### src/rtl/load_store_unit_pkg.sv
// Shared types for the load/store unit.
// mem_size_e: RV32I load/store size codes, encoded exactly as funct3.
package load_store_unit_pkg;

    typedef enum logic [2:0] {
        MEM_B  = 3'b000,
        MEM_H  = 3'b001,
        MEM_W  = 3'b010,
        MEM_BU = 3'b100,
        MEM_HU = 3'b101
    } mem_size_e;

endpackage

### src/rtl/lsu_align.sv
// Combinational byte-lane steering and load extension for the load/store unit.
// Ports:
//   we         : 1 = store, 0 = load (store accepts fewer size codes)
//   size       : funct3 size code (may be an illegal value)
//   a          : byte offset within the word (addr[1:0])
//   wd         : raw store data from rs2
//   rdata      : raw word returned by the bus
//   wstrb      : byte strobes (0 for loads)
//   wdata      : lane-replicated store data (0 for loads)
//   rdata_ext  : load data shifted down by the offset and sign/zero extended
//   misaligned : halfword at odd address or word not on a 4-byte boundary
//   illegal    : size code not valid for this access direction
module lsu_align
    import load_store_unit_pkg::*;
(
    input  logic        we,
    input  logic [2:0]  size,
    input  logic [1:0]  a,
    input  logic [31:0] wd,
    input  logic [31:0] rdata,
    output logic [3:0]  wstrb,
    output logic [31:0] wdata,
    output logic [31:0] rdata_ext,
    output logic        misaligned,
    output logic        illegal
);

    logic [31:0] shifted;

    assign shifted = rdata >> {a, 3'b000};

    always_comb begin
        wstrb      = 4'b0000;
        wdata      = 32'h0;
        rdata_ext  = 32'h0;
        misaligned = 1'b0;
        illegal    = 1'b0;

        case (size)
            MEM_B:  begin
                rdata_ext = {{24{shifted[7]}}, shifted[7:0]};
                wstrb     = we ? (4'b0001 << a) : 4'b0000;
                wdata     = we ? {4{wd[7:0]}} : 32'h0;
            end
            MEM_H:  begin
                rdata_ext  = {{16{shifted[15]}}, shifted[15:0]};
                wstrb      = we ? (4'b0011 << a) : 4'b0000;
                wdata      = we ? {2{wd[15:0]}} : 32'h0;
                misaligned = a[0];
            end
            MEM_W:  begin
                rdata_ext  = shifted;
                wstrb      = we ? 4'b1111 : 4'b0000;
                wdata      = we ? wd : 32'h0;
                misaligned = (a != 2'b00);
            end
            MEM_BU: begin
                rdata_ext = {24'h0, shifted[7:0]};
                illegal   = we;
            end
            MEM_HU: begin
                rdata_ext  = {16'h0, shifted[15:0]};
                misaligned = a[0];
                illegal    = we;
            end
            default: illegal = 1'b1;
        endcase
    end

endmodule

### src/rtl/load_store_unit.sv
// Multi-cycle data-memory access unit. Accepts one load/store request from the
// core controller, runs a valid/ready request plus one response on the data bus,
// and returns aligned, extended load data with a one-cycle done pulse.
// Ports:
//   clk, rst_n                      : clock, async active-low reset
//   req_valid/we/funct3/addr/wd     : controller request, held until done
//   stall                           : req_valid & ~done
//   done, fault, rd_data            : completion pulse, error flag, load result
//   bus_valid/ready                 : bus request handshake
//   bus_we/addr/wstrb/wdata         : bus request payload (word aligned)
//   bus_rvalid/rdata/err            : bus response
module load_store_unit
    import load_store_unit_pkg::*;
(
    input  logic        clk,
    input  logic        rst_n,
    input  logic        req_valid,
    input  logic        req_we,
    input  logic [2:0]  req_funct3,
    input  logic [31:0] req_addr,
    input  logic [31:0] req_wd,
    output logic        stall,
    output logic        done,
    output logic        fault,
    output logic [31:0] rd_data,
    output logic        bus_valid,
    input  logic        bus_ready,
    output logic        bus_we,
    output logic [31:0] bus_addr,
    output logic [3:0]  bus_wstrb,
    output logic [31:0] bus_wdata,
    input  logic        bus_rvalid,
    input  logic [31:0] bus_rdata,
    input  logic        bus_err
);

    typedef enum logic [1:0] {StIdle, StReq, StResp, StDone} state_e;

    state_e      state_q, state_d;
    logic [2:0]  funct3_q, funct3_d;
    logic [1:0]  a_q, a_d;
    logic        done_q, done_d;
    logic        fault_q, fault_d;
    logic [31:0] rd_data_q, rd_data_d;
    logic        bus_valid_q, bus_valid_d;
    logic        bus_we_q, bus_we_d;
    logic [31:0] bus_addr_q, bus_addr_d;
    logic [3:0]  bus_wstrb_q, bus_wstrb_d;
    logic [31:0] bus_wdata_q, bus_wdata_d;

    logic        in_idle;
    logic        al_we;
    logic [2:0]  al_size;
    logic [1:0]  al_a;
    logic [3:0]  al_wstrb;
    logic [31:0] al_wdata;
    logic [31:0] al_rdata;
    logic        al_misaligned;
    logic        al_illegal;

    // In IDLE the aligner checks/steers the live request; afterwards it works
    // from the captured request so later changes on req_* have no effect.
    assign in_idle = (state_q == StIdle);
    assign al_we   = in_idle ? req_we : bus_we_q;
    assign al_size = in_idle ? req_funct3 : funct3_q;
    assign al_a    = in_idle ? req_addr[1:0] : a_q;

    lsu_align u_align (
        .we         (al_we),
        .size       (al_size),
        .a          (al_a),
        .wd         (req_wd),
        .rdata      (bus_rdata),
        .wstrb      (al_wstrb),
        .wdata      (al_wdata),
        .rdata_ext  (al_rdata),
        .misaligned (al_misaligned),
        .illegal    (al_illegal)
    );

    always_comb begin
        state_d     = state_q;
        funct3_d    = funct3_q;
        a_d         = a_q;
        done_d      = 1'b0;
        fault_d     = 1'b0;
        rd_data_d   = 32'h0;
        bus_valid_d = bus_valid_q;
        bus_we_d    = bus_we_q;
        bus_addr_d  = bus_addr_q;
        bus_wstrb_d = bus_wstrb_q;
        bus_wdata_d = bus_wdata_q;

        case (state_q)
            StIdle: begin
                if (req_valid) begin
                    funct3_d = req_funct3;
                    a_d      = req_addr[1:0];
                    bus_we_d = req_we;
                    if (al_misaligned || al_illegal) begin
                        // Rejected locally: complete next cycle, no bus traffic.
                        done_d  = 1'b1;
                        fault_d = 1'b1;
                        state_d = StDone;
                    end else begin
                        bus_valid_d = 1'b1;
                        bus_addr_d  = {req_addr[31:2], 2'b00};
                        bus_wstrb_d = al_wstrb;
                        bus_wdata_d = al_wdata;
                        state_d     = StReq;
                    end
                end
            end
            StReq: begin
                if (bus_ready) begin
                    bus_valid_d = 1'b0;
                    state_d     = StResp;
                end
            end
            StResp: begin
                if (bus_rvalid) begin
                    done_d    = 1'b1;
                    fault_d   = bus_err;
                    rd_data_d = (bus_err || bus_we_q) ? 32'h0 : al_rdata;
                    state_d   = StDone;
                end
            end
            StDone: state_d = StIdle;
            default: state_d = StIdle;
        endcase
    end

    always_ff @(posedge clk or negedge rst_n) begin
        if (!rst_n) begin
            state_q     <= StIdle;
            funct3_q    <= 3'b000;
            a_q         <= 2'b00;
            done_q      <= 1'b0;
            fault_q     <= 1'b0;
            rd_data_q   <= 32'h0;
            bus_valid_q <= 1'b0;
            bus_we_q    <= 1'b0;
            bus_addr_q  <= 32'h0;
            bus_wstrb_q <= 4'b0000;
            bus_wdata_q <= 32'h0;
        end else begin
            state_q     <= state_d;
            funct3_q    <= funct3_d;
            a_q         <= a_d;
            done_q      <= done_d;
            fault_q     <= fault_d;
            rd_data_q   <= rd_data_d;
            bus_valid_q <= bus_valid_d;
            bus_we_q    <= bus_we_d;
            bus_addr_q  <= bus_addr_d;
            bus_wstrb_q <= bus_wstrb_d;
            bus_wdata_q <= bus_wdata_d;
        end
    end

    assign stall     = req_valid & ~done_q;
    assign done      = done_q;
    assign fault     = fault_q;
    assign rd_data   = rd_data_q;
    assign bus_valid = bus_valid_q;
    assign bus_we    = bus_we_q;
    assign bus_addr  = bus_addr_q;
    assign bus_wstrb = bus_wstrb_q;
    assign bus_wdata = bus_wdata_q;

endmodule

### config.mk
export PLATFORM = sky130hd
export DESIGN_NAME = load_store_unit
export DESIGN_NICKNAME = d
export VERILOG_FILES = /design/src/rtl/load_store_unit_pkg.sv /design/src/rtl/lsu_align.sv /design/src/rtl/load_store_unit.sv
export SDC_FILE = /design/constraint.sdc
export NUM_CORES = 1
export LEC_CHECK = 0
export CORE_MARGIN = 2
export CORE_UTILIZATION = 25
export CTS_CLUSTER_SIZE = 20
export DETAILED_ROUTE_END_ITERATION = 10
export GPL_ROUTABILITY_DRIVEN = 0
export PLACE_DENSITY = 0.59
export SLEW_MARGIN = 20
export SYNTH_ARGS = -nofsm -noshare
export SYNTH_HDL_FRONTEND = slang
export SYNTH_SLANG_ARGS = --single-unit
### constraint.sdc
create_clock -name clk -period 4.15 [get_ports clk]
set_clock_uncertainty 0.1 [all_clocks]
set_input_delay 0.83 -clock clk [delete_from_list [all_inputs] [get_ports clk]]
set_output_delay 0.83 -clock clk [all_outputs]
set_load 0.02 [all_outputs]
==> impl_metrics.env <==
export IMPL_run_status="completed"
export IMPL_final_cells=978
export IMPL_ys_types=48
export IMPL_grt_use_total_pct=14.7
export IMPL_max_freq_mhz=304
export IMPL_yosys_register_bits=109
export IMPL_slew_violations=0
export IMPL_synth_edff_count=0
export IMPL_grt_pass1_vias=4577
export IMPL_detail_route_wl_per_cell_um=17.1
export IMPL_p_per_area_mw_per_mm2=684
export IMPL_finalHoldViolCount=0
export IMPL_synthDominantCellAreaShare_pct=51.0
export IMPL_setup_slack_ns=0.862
export IMPL_power_ir_vdd_worst_uv=228
export IMPL_yosysWarnings=0
export IMPL_detail_route_antenna_nets=0
export IMPL_crit_type="flip-flop to flip-flop"
export IMPL_initial_core_util_pct=25.4
export IMPL_dpl_instance_area_mm2=0.00771
export IMPL_rsz_0062_raised_after_global_routing="false"
export IMPL_total_number_of_vias=4532
export IMPL_drt_iter0_drc=309
export IMPL_grt_pass1_wl_um=25700
export IMPL_critPathLaunchType="flip-flop"
export IMPL_post_cts_repair_setup_buffers=0
export IMPL_synthToLayoutAreaGrowth_pct=49.8
export IMPL_initial_antenna_violation_count=0
export IMPL_remaining_drc_errors=0
export IMPL_clkTransAtPathRegs_ns=0.08
export IMPL_place_inst=962
export IMPL_num_antenna_cells=0
export IMPL_timing_worst_slew_pin_value_ns=0.802
export IMPL_firstDrtPassIters=5
export IMPL_clock_sinks=109
export IMPL_relSlewSlack_pct=46.5
export IMPL_floorplan_io_pins=211
export IMPL_dpl_worst_slack_ns=0.767
export IMPL_cts_resized=0
export IMPL_synth_ff_type="dfrtp_1"
export IMPL_period_minus_slack_ns=3.29
export IMPL_aggregate_global_routing_overflow=0
export IMPL_cellLeakagePower_nw=3.40
export IMPL_net_count_of_the_finished_layout=807
export IMPL_dp_final_hpwl_um=12400
export IMPL_yosysSeqAreaShare_pct=51.0
export IMPL_r2r_worst_path_cells=8
export IMPL_path_max_fanout=75
export IMPL_async_sr_flop_fraction_pct=100
export IMPL_end_kind="flip-flop"
export IMPL_setup_viol=0
export IMPL_drt_vias_per_instance=4.63
export IMPL_ctsRootBufferMaster="clkbuf_16"
export IMPL_most_common_library_cell_in_the_layout_ignoring_fill_and_taps="clkdlybuf4s50_1"
export IMPL_leading_cell_types_by_total_area_after_synthesis="dfrtp_1 (51%), mux2_4 (7.9%), nand2_1 (6.0%)"
export IMPL_core_area_mm2=0.0210
export IMPL_drt_wl_total_um=16700
export IMPL_synthDominantAreaCellType="dfrtp_1"
export IMPL_htree_num_levels=3
export IMPL_syn_avg_cell_area_um2=10.7
export IMPL_totalNegativeSetupSlack_ns=0
export IMPL_holdPathStages=2
export IMPL_hold_path_class="flip-flop to flip-flop"
export IMPL_worst_ep_required_time_ns=4.29
export IMPL_cts_made_buffers=9
export IMPL_synth_cell_area_mm2=0.00535
export IMPL_die_area_mm2=0.0226
export IMPL_critPathArrivalTime_ns=3.42
export IMPL_timing_critical_path_from="state_q[1]$_DFFE_PN0P_"
export IMPL_timing_hold_worst_start="bus_wdata[26]$_DFFE_PN0P_"
export IMPL_cts_hold_buf=0
export IMPL_pin_count_of_the_biggest_net_entering_global_routing=76
export IMPL_fin_crit_sh_pct=79.2
export IMPL_syn_instance_count=500
export IMPL_layout_filler_cell_count=2113
export IMPL_die_height_um=150
export IMPL_number_of_input_and_output_port_buffers_inserted=208
export IMPL_post_layout_inst_area_mm2=0.00801
export IMPL_mostFrequentLayoutCells="clkdlybuf4s50_1 (207), dfrtp_1 (109), nand2_1 (86), o21ai_0 (41), a21oi_1 (31)"
export IMPL_tritoncts="yes"
export IMPL_clkLatencyLatePin_ns=0.35
export IMPL_layout_drive_gt1_share_pct=12.8
export IMPL_row_count=53
export IMPL_max_cap_violations=0
export IMPL_cts_path_max_buffers=2
export IMPL_r2r_start="state_q[1]$_DFFE_PN0P_"
export IMPL_fin_hold_ws_ns=0.383
export IMPL_chipWidth_um=150
final timing paths:
| check | slack, ns | to |
|---|---|---|
| worst max-delay path | 0.86 | bus_addr[31]$_DFFE_PN0P_ |
| worst min-delay path | 0.38 | bus_wdata[26]$_DFFE_PN0P_ |
| worst max register to register | 0.86 | bus_addr[31]$_DFFE_PN0P_ |
| worst min register to register | 0.38 | bus_wdata[26]$_DFFE_PN0P_ |
| max in group asynchronous | 2.74 | bus_wdata[15]$_DFFE_PN0P_ |
| min in group asynchronous | 0.44 | rd_data[6]$_DFF_PN0_ |
per-stage QoR:
| step | total power (W) | util [%] |
|---|---|---|
| floorplan | 0.00347 | - |
| global placement | 0.00463 | 36.7 |
| detailed placement | 0.00466 | 36.7 |
| CTS | 0.00553 | 38.1 |
| global route | 0.00585 | 38.1 |
| finish | 0.00548 | 38.1 |
final cells by class:
| cell class | count | area (um2) | area share, % |
|---|---|---|---|
| sequential | 109 | 2730 | 34.1 |
| inverter | 7 | 26.3 | 0.328 |
| clock inverter | 6 | 47.5 | 0.594 |
| timing repair buffer | 222 | 2210 | 27.6 |
| clock buffer | 10 | 239 | 2.98 |
| tap | 275 | 344 | 4.30 |
| multi-input combinational | 349 | 2410 | 30.2 |
cells by family (layout without fill, tap and decap cells):
family | count (synthesis) | after routing | synth area share (%)
AOI/OAI and AO/OA | 159 | 159 | 20.5
and+or+nand+nor | 136 | 136 | 11.2
DFF | 109 | 109 | 51.0
muxes | 49 | 49 | 12.3
buffers and inverters | 43 | 245 | 4.14
adders and majority gates | 3 | 3 | 0.702
other | 1 | 2 | 0.0701
worst max-delay path: stages (launching register included):
cell and delay (ns):
dfrtp_1 0.41, inv_1 0.09, ha_1 0.59, buf_4 0.31, nor4bb_1 0.36, or2_2 0.30, a2111o_2 0.21, buf_12 0.31
mux2_2 0.39
power by group:
| part | switching (W) | internal [W] | total [W] |
|---|---|---|---|
| sequential | 0.000224 | 0.00141 | 0.00163 |
| combinational | 0.00159 | 0.00141 | 0.00299 |
| clock | 0.000421 | 0.000430 | 0.000852 |
| total | 0.00223 | 0.00324 | 0.00548 |
cells in the mapped netlist (4+ instances only):
cell,count
mux2_4,28
a21oi_1,31
clkbuf_1,21
a22oi_1,19
inv_1,7
mux2i_1,10
a21o_1,19
nor2_1,20
nand2_1,86
mux2_2,9
o2bb2ai_1,9
dfrtp_1,109
a211oi_2,9
and3_1,7
buf_2,6
o21ai_0,41
buf_6,6
or2_2,4
a2bb2oi_1,8
a211oi_1,11
sequential cells by signal, indices dropped and copies added (netlist names):
| register | count |
|---|---|
| bus_addr | 30 |
| state_q | 2 |
| bus_valid | 1 |
| fault | 1 |
| rd_data | 32 |
| bus_wstrb | 4 |
| bus_we | 1 |
| bus_wdata | 32 |
| a_q | 2 |
| funct3_q | 3 |
| done | 1 |
per-layer routing:
| layer | part of all wire (%) | global-route usage [%] |
|---|---|---|
| met1 | 46 | 20.0 |
| met2 | 47 | 23.2 |
| met5 | 0 | 0 |
| met3 | 6.7 | 4.03 |
| met4 | 0.90 | 3.40 |
Power figures use the tool's default switching activity.
